`config.mk`:
```
export PLATFORM = sky130hd
export DESIGN_NAME = power_uart_link
export DESIGN_NICKNAME = d
export VERILOG_FILES = /design/src/rtl/power_uart_link.sv
export SDC_FILE = /design/constraint.sdc
export NUM_CORES = 1
export LEC_CHECK = 0
export ABC_AREA = 1
export CORE_UTILIZATION = 48
export CTS_BUF_LIST = sky130_fd_sc_hd__clkbuf_8
export CTS_CLUSTER_SIZE = 25
export DETAILED_ROUTE_END_ITERATION = 12
export HOLD_SLACK_MARGIN = 0.15
export PLACE_DENSITY = 0.71
export SYNTH_ARGS = -nofsm -noshare
export SYNTH_HDL_FRONTEND = slang
export SYNTH_SLANG_ARGS = --single-unit
```
`constraint.sdc`:
```
create_clock -name clk -period 2.35 [get_ports clk]
set_input_delay 0.3525 -clock clk [delete_from_list [all_inputs] [get_ports clk]]
set_output_delay 0.3525 -clock clk [all_outputs]
set_load 0.1 [all_outputs]
```
`src/rtl/power_uart_link.sv`:
```
// -----------------------------------------------------------------------------
// power_uart_link
//   Single-clock 8N1 UART command transceiver for the power-control serial
//   link. Received frames are HDR, RX_BYTES payload bytes (MSB byte first) and
//   an XOR checksum. A good frame updates rx_data. A bad frame is dropped and
//   reported on rx_err. A frame is dropped on a checksum mismatch, on a
//   framing error, or when the gap between bytes exceeds TIMEOUT_CLKS.
//   Transmitted frames use the same format with TX_BYTES payload bytes.
//
// Ports
//   clk      system clock
//   rst_n    asynchronous active-low reset
//   uart_rx  serial input (asynchronous, idle high)
//   uart_tx  serial output (idle high)
//   rx_data  last good received payload, first byte in the MSBs
//   rx_vld   one-cycle pulse when rx_data is updated
//   rx_err   one-cycle pulse when a received frame is dropped
//   send_en  transmit request, accepted only while tx_busy is low
//   tx_data  payload to transmit, MSB byte sent first
//   tx_busy  high while a frame is on the wire
// -----------------------------------------------------------------------------
module power_uart_link #(
  parameter int          BAUD_DIV     = 434,
  parameter int          RX_BYTES     = 5,
  parameter int          TX_BYTES     = 4,
  parameter logic [7:0]  HDR          = 8'hA5,
  parameter int          TIMEOUT_CLKS = 2*11*BAUD_DIV
) (
  input  logic                  clk,
  input  logic                  rst_n,
  input  logic                  uart_rx,
  output logic                  uart_tx,
  output logic [8*RX_BYTES-1:0] rx_data,
  output logic                  rx_vld,
  output logic                  rx_err,
  input  logic                  send_en,
  input  logic [8*TX_BYTES-1:0] tx_data,
  output logic                  tx_busy
);

  localparam int CW = $clog2(BAUD_DIV);
  localparam int PW = $clog2(RX_BYTES + 1);
  localparam int TW = $clog2(TIMEOUT_CLKS + 1);
  localparam int BW = $clog2(TX_BYTES + 2);

  localparam logic [CW-1:0] BIT_LAST  = CW'(BAUD_DIV - 1);
  localparam logic [CW-1:0] HALF_LAST = CW'(BAUD_DIV/2 - 1);
  localparam logic [PW-1:0] PAY_LAST  = PW'(RX_BYTES - 1);
  localparam logic [TW-1:0] TO_LAST   = TW'(TIMEOUT_CLKS - 1);
  localparam logic [BW-1:0] CSUM_PREV = BW'(TX_BYTES);
  localparam logic [BW-1:0] LAST_BYTE = BW'(TX_BYTES + 1);

  function automatic logic [7:0] xor_bytes(input logic [8*TX_BYTES-1:0] d);
    logic [7:0] x;
    x = 8'h00;
    for (int i = 0; i < TX_BYTES; i++) x = x ^ d[8*i +: 8];
    return x;
  endfunction

  // ---------------------------------------------------------------------------
  // Input synchroniser: p0/p1 form the 2-flop synchroniser, p2 is the previous
  // synchronised value used for falling-edge detection.
  // ---------------------------------------------------------------------------
  logic rx_sync_p0, rx_sync_p1, rx_sync_p2;
  logic rx_fall;

  always_ff @(posedge clk or negedge rst_n) begin
    if (!rst_n) begin
      rx_sync_p0 <= 1'b1;
      rx_sync_p1 <= 1'b1;
      rx_sync_p2 <= 1'b1;
    end else begin
      rx_sync_p0 <= uart_rx;
      rx_sync_p1 <= rx_sync_p0;
      rx_sync_p2 <= rx_sync_p1;
    end
  end

  assign rx_fall = rx_sync_p2 & ~rx_sync_p1;

  // ---------------------------------------------------------------------------
  // RX bit engine
  // ---------------------------------------------------------------------------
  typedef enum logic [1:0] {RB_IDLE, RB_START, RB_DATA, RB_STOP} rb_state_t;

  rb_state_t     rb_state, rb_nxt;
  logic [CW-1:0] rb_cnt;
  logic [2:0]    rb_bit;
  logic [7:0]    rb_shift;
  logic          rb_tick, rb_sample, stb_set, ferr_set;
  logic          byte_stb, frm_err;

  always_comb begin
    rb_nxt    = rb_state;
    rb_sample = 1'b0;
    stb_set   = 1'b0;
    ferr_set  = 1'b0;
    // Start bit is sampled half a bit in; later samples are one bit apart.
    rb_tick   = (rb_state == RB_START) ? (rb_cnt == HALF_LAST) : (rb_cnt == BIT_LAST);
    case (rb_state)
      RB_IDLE:  if (rx_fall) rb_nxt = RB_START;
      RB_START: if (rb_tick) rb_nxt = rx_sync_p1 ? RB_IDLE : RB_DATA;
      RB_DATA: begin
        if (rb_tick) begin
          rb_sample = 1'b1;
          if (rb_bit == 3'd7) rb_nxt = RB_STOP;
        end
      end
      RB_STOP: begin
        if (rb_tick) begin
          rb_nxt   = RB_IDLE;
          stb_set  = rx_sync_p1;
          ferr_set = ~rx_sync_p1;
        end
      end
      default: rb_nxt = RB_IDLE;
    endcase
  end

  always_ff @(posedge clk or negedge rst_n) begin
    if (!rst_n) begin
      rb_state <= RB_IDLE;
      rb_cnt   <= '0;
      rb_bit   <= '0;
      byte_stb <= 1'b0;
      frm_err  <= 1'b0;
    end else begin
      rb_state <= rb_nxt;
      if (rb_state == RB_IDLE || rb_tick) rb_cnt <= '0;
      else                                rb_cnt <= rb_cnt + 1'b1;
      if (rb_state != RB_DATA) rb_bit <= '0;
      else if (rb_sample)      rb_bit <= rb_bit + 1'b1;
      byte_stb <= stb_set;
      frm_err  <= ferr_set;
    end
  end

  // LSB arrives first, so shift in from the top.
  always_ff @(posedge clk) begin
    if (rb_sample) rb_shift <= {rx_sync_p1, rb_shift[7:1]};
  end

  // ---------------------------------------------------------------------------
  // RX frame FSM
  // ---------------------------------------------------------------------------
  typedef enum logic [1:0] {WAIT_HDR, PAYLOAD, CHECK} fs_state_t;

  fs_state_t             fs_state, fs_nxt;
  logic [PW-1:0]         pay_cnt;
  logic [TW-1:0]         idle_cnt;
  logic [7:0]            rx_xor;
  logic [8*RX_BYTES-1:0] staging;
  logic                  timeout, hdr_seen, take_pay, vld_set, err_set;

  assign timeout = (idle_cnt == TO_LAST);

  always_comb begin
    fs_nxt   = fs_state;
    hdr_seen = 1'b0;
    take_pay = 1'b0;
    vld_set  = 1'b0;
    err_set  = 1'b0;
    case (fs_state)
      WAIT_HDR: begin
        if (byte_stb && rb_shift == HDR) begin
          hdr_seen = 1'b1;
          fs_nxt   = PAYLOAD;
        end
      end
      PAYLOAD: begin
        if (frm_err) begin
          err_set = 1'b1;
          fs_nxt  = WAIT_HDR;
        end else if (byte_stb) begin
          take_pay = 1'b1;
          if (pay_cnt == PAY_LAST) fs_nxt = CHECK;
        end else if (timeout) begin
          err_set = 1'b1;
          fs_nxt  = WAIT_HDR;
        end
      end
      CHECK: begin
        if (frm_err) begin
          err_set = 1'b1;
          fs_nxt  = WAIT_HDR;
        end else if (byte_stb) begin
          vld_set = (rb_shift == rx_xor);
          err_set = (rb_shift != rx_xor);
          fs_nxt  = WAIT_HDR;
        end else if (timeout) begin
          err_set = 1'b1;
          fs_nxt  = WAIT_HDR;
        end
      end
      default: fs_nxt = WAIT_HDR;
    endcase
  end

  always_ff @(posedge clk or negedge rst_n) begin
    if (!rst_n) begin
      fs_state <= WAIT_HDR;
      pay_cnt  <= '0;
      idle_cnt <= '0;
      rx_vld   <= 1'b0;
      rx_err   <= 1'b0;
      rx_data  <= '0;
    end else begin
      fs_state <= fs_nxt;
      if (hdr_seen)      pay_cnt <= '0;
      else if (take_pay) pay_cnt <= pay_cnt + 1'b1;
      if (fs_state == WAIT_HDR || byte_stb) idle_cnt <= '0;
      else if (!timeout)                    idle_cnt <= idle_cnt + 1'b1;
      rx_vld <= vld_set;
      rx_err <= err_set;
      if (vld_set) rx_data <= staging;
    end
  end

  // First payload byte ends up in the MSBs after RX_BYTES shifts.
  always_ff @(posedge clk) begin
    if (hdr_seen) rx_xor <= 8'h00;
    else if (take_pay) begin
      rx_xor  <= rx_xor ^ rb_shift;
      staging <= (staging << 8) | (8*RX_BYTES)'(rb_shift);
    end
  end

  // ---------------------------------------------------------------------------
  // TX FSM
  // ---------------------------------------------------------------------------
  typedef enum logic [1:0] {TX_IDLE, TX_SEND, TX_DONE} tx_state_t;

  tx_state_t             tx_state, tx_nxt;
  logic [CW-1:0]         tx_cnt;
  logic [3:0]            tx_bit;
  logic [BW-1:0]         tx_idx;
  logic [8*TX_BYTES-1:0] tx_buf;
  logic [7:0]            tx_csum;
  logic [9:0]            tx_shift;
  logic                  accept, bit_end, byte_end, frame_end;

  assign bit_end   = (tx_state == TX_SEND) && (tx_cnt == BIT_LAST);
  assign byte_end  = bit_end && (tx_bit == 4'd9);
  assign frame_end = byte_end && (tx_idx == LAST_BYTE);

  // DONE is the single idle cycle after the last stop bit; it accepts a new
  // request exactly like IDLE.
  always_comb begin
    tx_nxt = tx_state;
    accept = 1'b0;
    case (tx_state)
      TX_IDLE, TX_DONE: begin
        if (send_en) begin
          accept = 1'b1;
          tx_nxt = TX_SEND;
        end else begin
          tx_nxt = TX_IDLE;
        end
      end
      TX_SEND: if (frame_end) tx_nxt = TX_DONE;
      default: tx_nxt = TX_IDLE;
    endcase
  end

  always_ff @(posedge clk or negedge rst_n) begin
    if (!rst_n) begin
      tx_state <= TX_IDLE;
      tx_cnt   <= '0;
      tx_bit   <= '0;
      tx_idx   <= '0;
    end else begin
      tx_state <= tx_nxt;
      if (tx_state != TX_SEND || bit_end) tx_cnt <= '0;
      else                                tx_cnt <= tx_cnt + 1'b1;
      if (accept)       tx_bit <= '0;
      else if (bit_end) tx_bit <= byte_end ? 4'd0 : tx_bit + 4'd1;
      if (accept)                     tx_idx <= '0;
      else if (byte_end && !frame_end) tx_idx <= tx_idx + 1'b1;
    end
  end

  // tx_shift holds the current byte as {stop, data, start}; bit 0 is on the wire.
  always_ff @(posedge clk) begin
    if (accept) begin
      tx_buf   <= tx_data;
      tx_csum  <= xor_bytes(tx_data);
      tx_shift <= {1'b1, HDR, 1'b0};
    end else if (bit_end) begin
      if (byte_end) begin
        if (tx_idx == CSUM_PREV) begin
          tx_shift <= {1'b1, tx_csum, 1'b0};
        end else begin
          tx_shift <= {1'b1, tx_buf[8*TX_BYTES-1 -: 8], 1'b0};
          tx_buf   <= tx_buf << 8;
        end
      end else begin
        tx_shift <= {1'b1, tx_shift[9:1]};
      end
    end
  end

  assign tx_busy = (tx_state == TX_SEND);
  assign uart_tx = tx_busy ? tx_shift[0] : 1'b1;

endmodule

```
* Word level (Yosys, flattened, before mapping)
Cells that the tools add are included.
** Cells by class
- Equality and inequality tests :: 31
- Bitwise logic cells :: 8
- Add/sub/neg operators :: 7
- Reduce and logical (&&, ||, !) cells :: 22
- Multiplexer cells :: 61
** Operators with widths (count)
- 32-bit 2-to-1 mux :: 4
- 40-bit by 8-bit bitwise OR with 40-bit output :: 1
- 8-bit bitwise XOR :: 4
- 14-bit 2-to-1 mux :: 2
- 2-bit 2-to-1 mux :: 14
- 9-bit 2-to-1 mux :: 3
- 1-bit 2-to-1 mux :: 24
- 9-bit by 1-bit adder with 9-bit output, second input constant :: 2
- 9-bit equality test, second input constant :: 2
- 3-bit 2-to-1 mux :: 6
- 2-bit inequality test, second input constant :: 8
- 14-bit by 1-bit adder with 14-bit output, second input constant :: 1
- 14-bit equality test, second input constant :: 1
- 3-bit equality test, second input constant :: 4
- 4-bit 2-to-1 mux :: 3
- 10-bit 2-to-1 mux :: 1
- 2-bit nonzero test :: 5
- 3-bit by 1-bit adder with 3-bit output, second input constant :: 3
- 9-bit by 8-bit equality test with 1-bit output, second input constant :: 1
- 2-bit equality test, second input constant :: 4
- 8-bit equality test :: 1
- 8-bit equality test, second input constant :: 1
- 8-bit inequality test :: 1
- 2-bit case mux with 4 select lines :: 1
- 18 further kinds :: 32
** Word-level totals
- Input port bits :: 36
- Logic and storage cells :: 153
- Output and inout bits :: 44
- Bits in registers :: 204

* Depth between registers and ports, before layout
- Depth after elaboration :: 8
- Gate-level depth with buffers :: 10
- Gate-level depth less buffers :: 9

* Worst setup path before layout
No wires, ideal clock.
- Path type :: register -> register
- From :: register tx_state[1]
- To :: register tx_buf[0] (enable)
- Library setup time :: 0.389 ns
- Buffers on the path :: 1
- Period minus slack after synthesis :: 2.538 ns
- Arrival time :: 2.149 ns
- Stages on the path, launching flop included :: 7
- Path slack :: -0.188 ns
- Cells stage by stage :: dfrtp_1 > nor2_4 > nand2_4 > nor2_4 > buf_6 > nand2_1 > nand2_1
** On the way
- Cells in the longest elaborated chain, start to end :: 5
** RTL lines
- start: declaration :: line 233 : tx_state_t tx_state, tx_nxt;
- start signal: assignment :: line 272 : tx_state <= tx_nxt;
- 2-bit by 1-bit equality test with 1-bit output (*)
- named net tx_busy :: line 38 : output logic tx_busy
- 1-bit logical AND (*) :: line 242 : assign bit_end = (tx_state == TX_SEND) && (tx_cnt == BIT_LAST);
- 1-bit logical AND :: line 243 : assign byte_end = bit_end && (tx_bit == 4'd9);
- 2-bit nonzero test (no source line)
- 3-bit AND reduction (no source line) (*)
- end signal: assignment :: line 285 : tx_buf <= tx_data;
- end signal: assignment :: line 294 : tx_buf <= tx_buf << 8;
- end: declaration :: line 237 : logic [8*TX_BYTES-1:0] tx_buf;
Mark *: on every way through the listed nets, which the timed path passes. The rest lies on a longest branch.
A chain may end at the register's enable or synchronous reset.

* Worst setup path in the final report
- From :: register tx_cnt[1]
- To :: register tx_buf[0] (enable)
** On the way
- Cells in the longest elaborated chain, start to end :: 5
** RTL lines
- start: declaration :: line 234 : logic [CW-1:0] tx_cnt;
- start signal: assignment :: line 274 : else tx_cnt <= tx_cnt + 1'b1;
- 9-bit equality test (*) :: line 242
- 1-bit logical AND (*) :: line 242
- 1-bit logical AND :: line 243
- 2-bit nonzero test (no source line)
- 3-bit AND reduction (no source line) (*)
Every way passes the cells marked *; elsewhere a longest branch is shown, timed or not.

==> flow_metrics.env <==
export IMPL_numClockSinks=203
export IMPL_clock_skew_ps=17.0
export IMPL_area_delta_synth_final_pct=18.5
export IMPL_internal_power_mw=5.48
export IMPL_tns_ps=0
export IMPL_netlist_area_um2=8780
export IMPL_synth_cell_type_count=39
export IMPL_synth_xor_area_share_pct=3.69
export IMPL_max_cap_violations=0
export IMPL_drc_errors=0
export IMPL_power_density_nw_per_um2=684
export IMPL_yosysWarnings=0
export IMPL_cts_tree="yes"
export IMPL_slew_headroom_pct=64.1
export IMPL_avgRoutedWirePerCell_um=13.0
export IMPL_final_nets=1044
export IMPL_routed_wl_mm=16.2
export IMPL_die_w_um=137
export IMPL_ys_ff_latch=203
export IMPL_post_route_period_util_pct=80.1
export IMPL_p_sw_mw=1.63
export IMPL_r2r_slack_ps=470
export IMPL_hold_depth=1
export IMPL_finalSetupViolCount=0
export IMPL_vias_per_cell=4.86
export IMPL_worst_slew_pin_slew_ps=539
export IMPL_dp_hpwl_mm=10.8
export IMPL_grt_pass1_wl_mm=27.0
export IMPL_critical_path_startpoint_type="flip-flop"
export IMPL_ios=80
export IMPL_critPathRequiredTime_ps=2550
export IMPL_tritoncts_num_buffers=35
export IMPL_hp_class="in2reg"
export IMPL_postSynthAreaPerCell_um2=9.91
export IMPL_critPathKind="reg2reg"
export IMPL_end_kind="flip-flop"
export IMPL_antenna_found_initial=0
export IMPL_yosysMostFrequentCell="nand2_1"
export IMPL_clk_latency_ps=510
export IMPL_synth_edff_count=88
export IMPL_grt_pass1_vias=5773
export IMPL_rsz0062_at_grt="false"
export IMPL_num_vias=6052
export IMPL_worstHoldEndpoint="rx_sync_p0"
export IMPL_grt_max_degree=46
export IMPL_layout_drive_gt1_share_pct=13.4
export IMPL_synth_nets=939
export IMPL_netlist_top_cells_count="268 x nand2_1, 95 x dfrtp_1, 88 x edfxtp_1"
export IMPL_cp_max_fo=32
export IMPL_port_buffers=79
export IMPL_gp_congestion=0.817
export IMPL_clk_pin_slew_worst_paths_ps=60
export IMPL_ys_seq_area_share_pct=61.9
export IMPL_die_h_um=137
export IMPL_htreeDepth=2
export IMPL_initial_utilization_pct=48.9
export IMPL_core_area_um2=18000
export IMPL_hold_start="uart_rx"
export IMPL_die_area_um2=18800
export IMPL_power_frac_comb_pct=5.7
export IMPL_power_mw=7.11
export IMPL_slew_violations=0
export IMPL_synth_area_mux_share_pct=0.641
export IMPL_status="complete, no violations"
export IMPL_rows=49
export IMPL_synth_top_cell_area_share_pct=30.1
export IMPL_clockBufferDepth=3
export IMPL_synth_top_family_by_area="simple AND/OR/NAND/NOR gates"
export IMPL_postSynth_asyncResetShare_pct=48.3
export IMPL_synth_area_top_cells="edfxtp_1 30%, dfrtp_1 27%, nand2_1 11%"
export IMPL_hold_violations=0
export IMPL_p_clk_share_pct=41.2
export IMPL_yosys_area_share_simple_pct=22.3
export IMPL_cts_root_buf="clkbuf_8"
export IMPL_synth_top_flop_cell="dfrtp_1"
export IMPL_peakVddDrop_mv=0.593
export IMPL_worstReg2RegEnd="tx_buf[0]"
export IMPL_fillers=1556
export IMPL_swShare_pct=22.9
export IMPL_ant_nets=0
export IMPL_reg2reg_depth=9
export IMPL_synth_adder_area_share_pct=2.42
export IMPL_seq_power_share_pct=53.2
export IMPL_firstDrtPassIters=4
export IMPL_post_cts_resize_count=0
export IMPL_gr_usage_all_layers_pct=18.2
export IMPL_p_leak_nw=4.74
export IMPL_initialDrtViolationCount=289
export IMPL_r2r_start="tx_cnt[1]"
export IMPL_grt_overflow_total=0
export IMPL_min_period_ps=1880
export IMPL_synth_compound_area_share_pct=3.53
export IMPL_n_antenna_cell=0
export IMPL_max_freq_mhz=531
export IMPL_synthCells=886
export IMPL_yosysTopAreaCell="edfxtp_1"
export IMPL_cp_arrival_ps=2090
## cell type report
cell class | instances | area, um^2 | area share, %
inverter | 91 | 342 | 3.28
clock inverter | 22 | 92.6 | 0.890
tap | 229 | 287 | 2.75
clock buffer | 41 | 564 | 5.42
timing repair buffer | 93 | 811 | 7.79
sequential | 203 | 5440 | 52.3
multi-input combinational | 567 | 2870 | 27.6
## per-layer routing
layer	up-vias	part of all wire (%)	global-route usage (%)
li1	3088	-	-
met1	2853	46	24.1
met2	86	48	29.8
met3	25	3.7	3.72
met4	0	1.7	6.53
met5	-	0	0
## state kept, by name, indices dropped and copies added, names as in the netlist, 2 cells and up, named ones only
| name | cells |
|---|---|
| rb_cnt | 9 |
| tx_cnt | 9 |
| rb_bit | 3 |
| rb_shift | 8 |
| tx_idx | 3 |
| tx_buf | 32 |
| tx_state | 2 |
| pay_cnt | 3 |
| tx_shift | 9 |
| tx_csum | 8 |
| fs_state | 2 |
| rx_data | 40 |
| staging | 40 |
| tx_bit | 4 |
| rx_xor | 8 |
| idle_cnt | 14 |
## power by group through the flow
stage	clock network (mW)	registers (mW)	logic [mW]
detailed placement	0	3.85	0.412
CTS	3.04	3.78	0.415
floorplan	0	3.84	0.281
finish	2.93	3.78	0.405
global route	3.19	3.79	0.469
global placement	0	3.85	0.405
## worst max-delay path by stage
stage / endpoint / startpoint / cells past startpoint / slack (ps)
finish: tx_buf[0] / tx_cnt[1] / 9 / 470
CTS: tx_buf[3] / tx_cnt[1] / 9 / 450
floorplan: tx_buf[0] / tx_state[1] / 6 / 100
detailed placement: tx_buf[5] / tx_cnt[1] / 9 / 470
global route: tx_buf[3] / tx_cnt[2] / 8 / 280
global placement: tx_buf[4] / tx_cnt[1] / 9 / 500
## layout by cell type (no fill, tap or decap), drive strengths merged, types with 22 or more instances in the layout
| master | count |
|---|---|
| clkbuf | 41 |
| clkdlybuf4s50 | 34 |
| edfxtp | 88 |
| inv | 107 |
| nand2 | 274 |
| o21ai | 27 |
| nand3 | 85 |
| xnor2 | 25 |
| buf | 58 |
| nor2 | 61 |
| a21oi | 22 |
| dfrtp | 95 |
## through the flow
stage	cells	cell area, um^2	util (%)	setup slack (ps)	hold slack, ps
floorplan	886	8780	-	104	56.9
global placement	1182	9740	54.2	502	347
detailed placement	1182	9740	54.2	467	351
CTS	1246	10400	57.9	447	218
global route	1246	10400	57.9	281	234
finish	1246	10400	57.9	467	247
## logic make-up after synthesis
kind of cell	Yosys count
adders and majority gates	17
muxes	5
xor gates and xnor gates	37
and+or+nand+nor	451
AOI/OAI and AO/OA	57
buffers and inverters	116
DFF	203
## repair_timing
| action | CTS | global route |
|---|---|---|
| hold buffers | 1 | 0 |
| endpoints found under the hold margin | 38 | 0 |
| setup buffers | 0 | 0 |
## critical path: stages (launching register included)
cell	delay (ps)
dfrtp_1	400
inv_1	60
ha_1	150
nand3_2	90
nor2_4	120
nand2_4	100
nor2_4	240
nand2_1	100
nand2_2	90
buf_12	210
(Power assumes the default switching activity.)
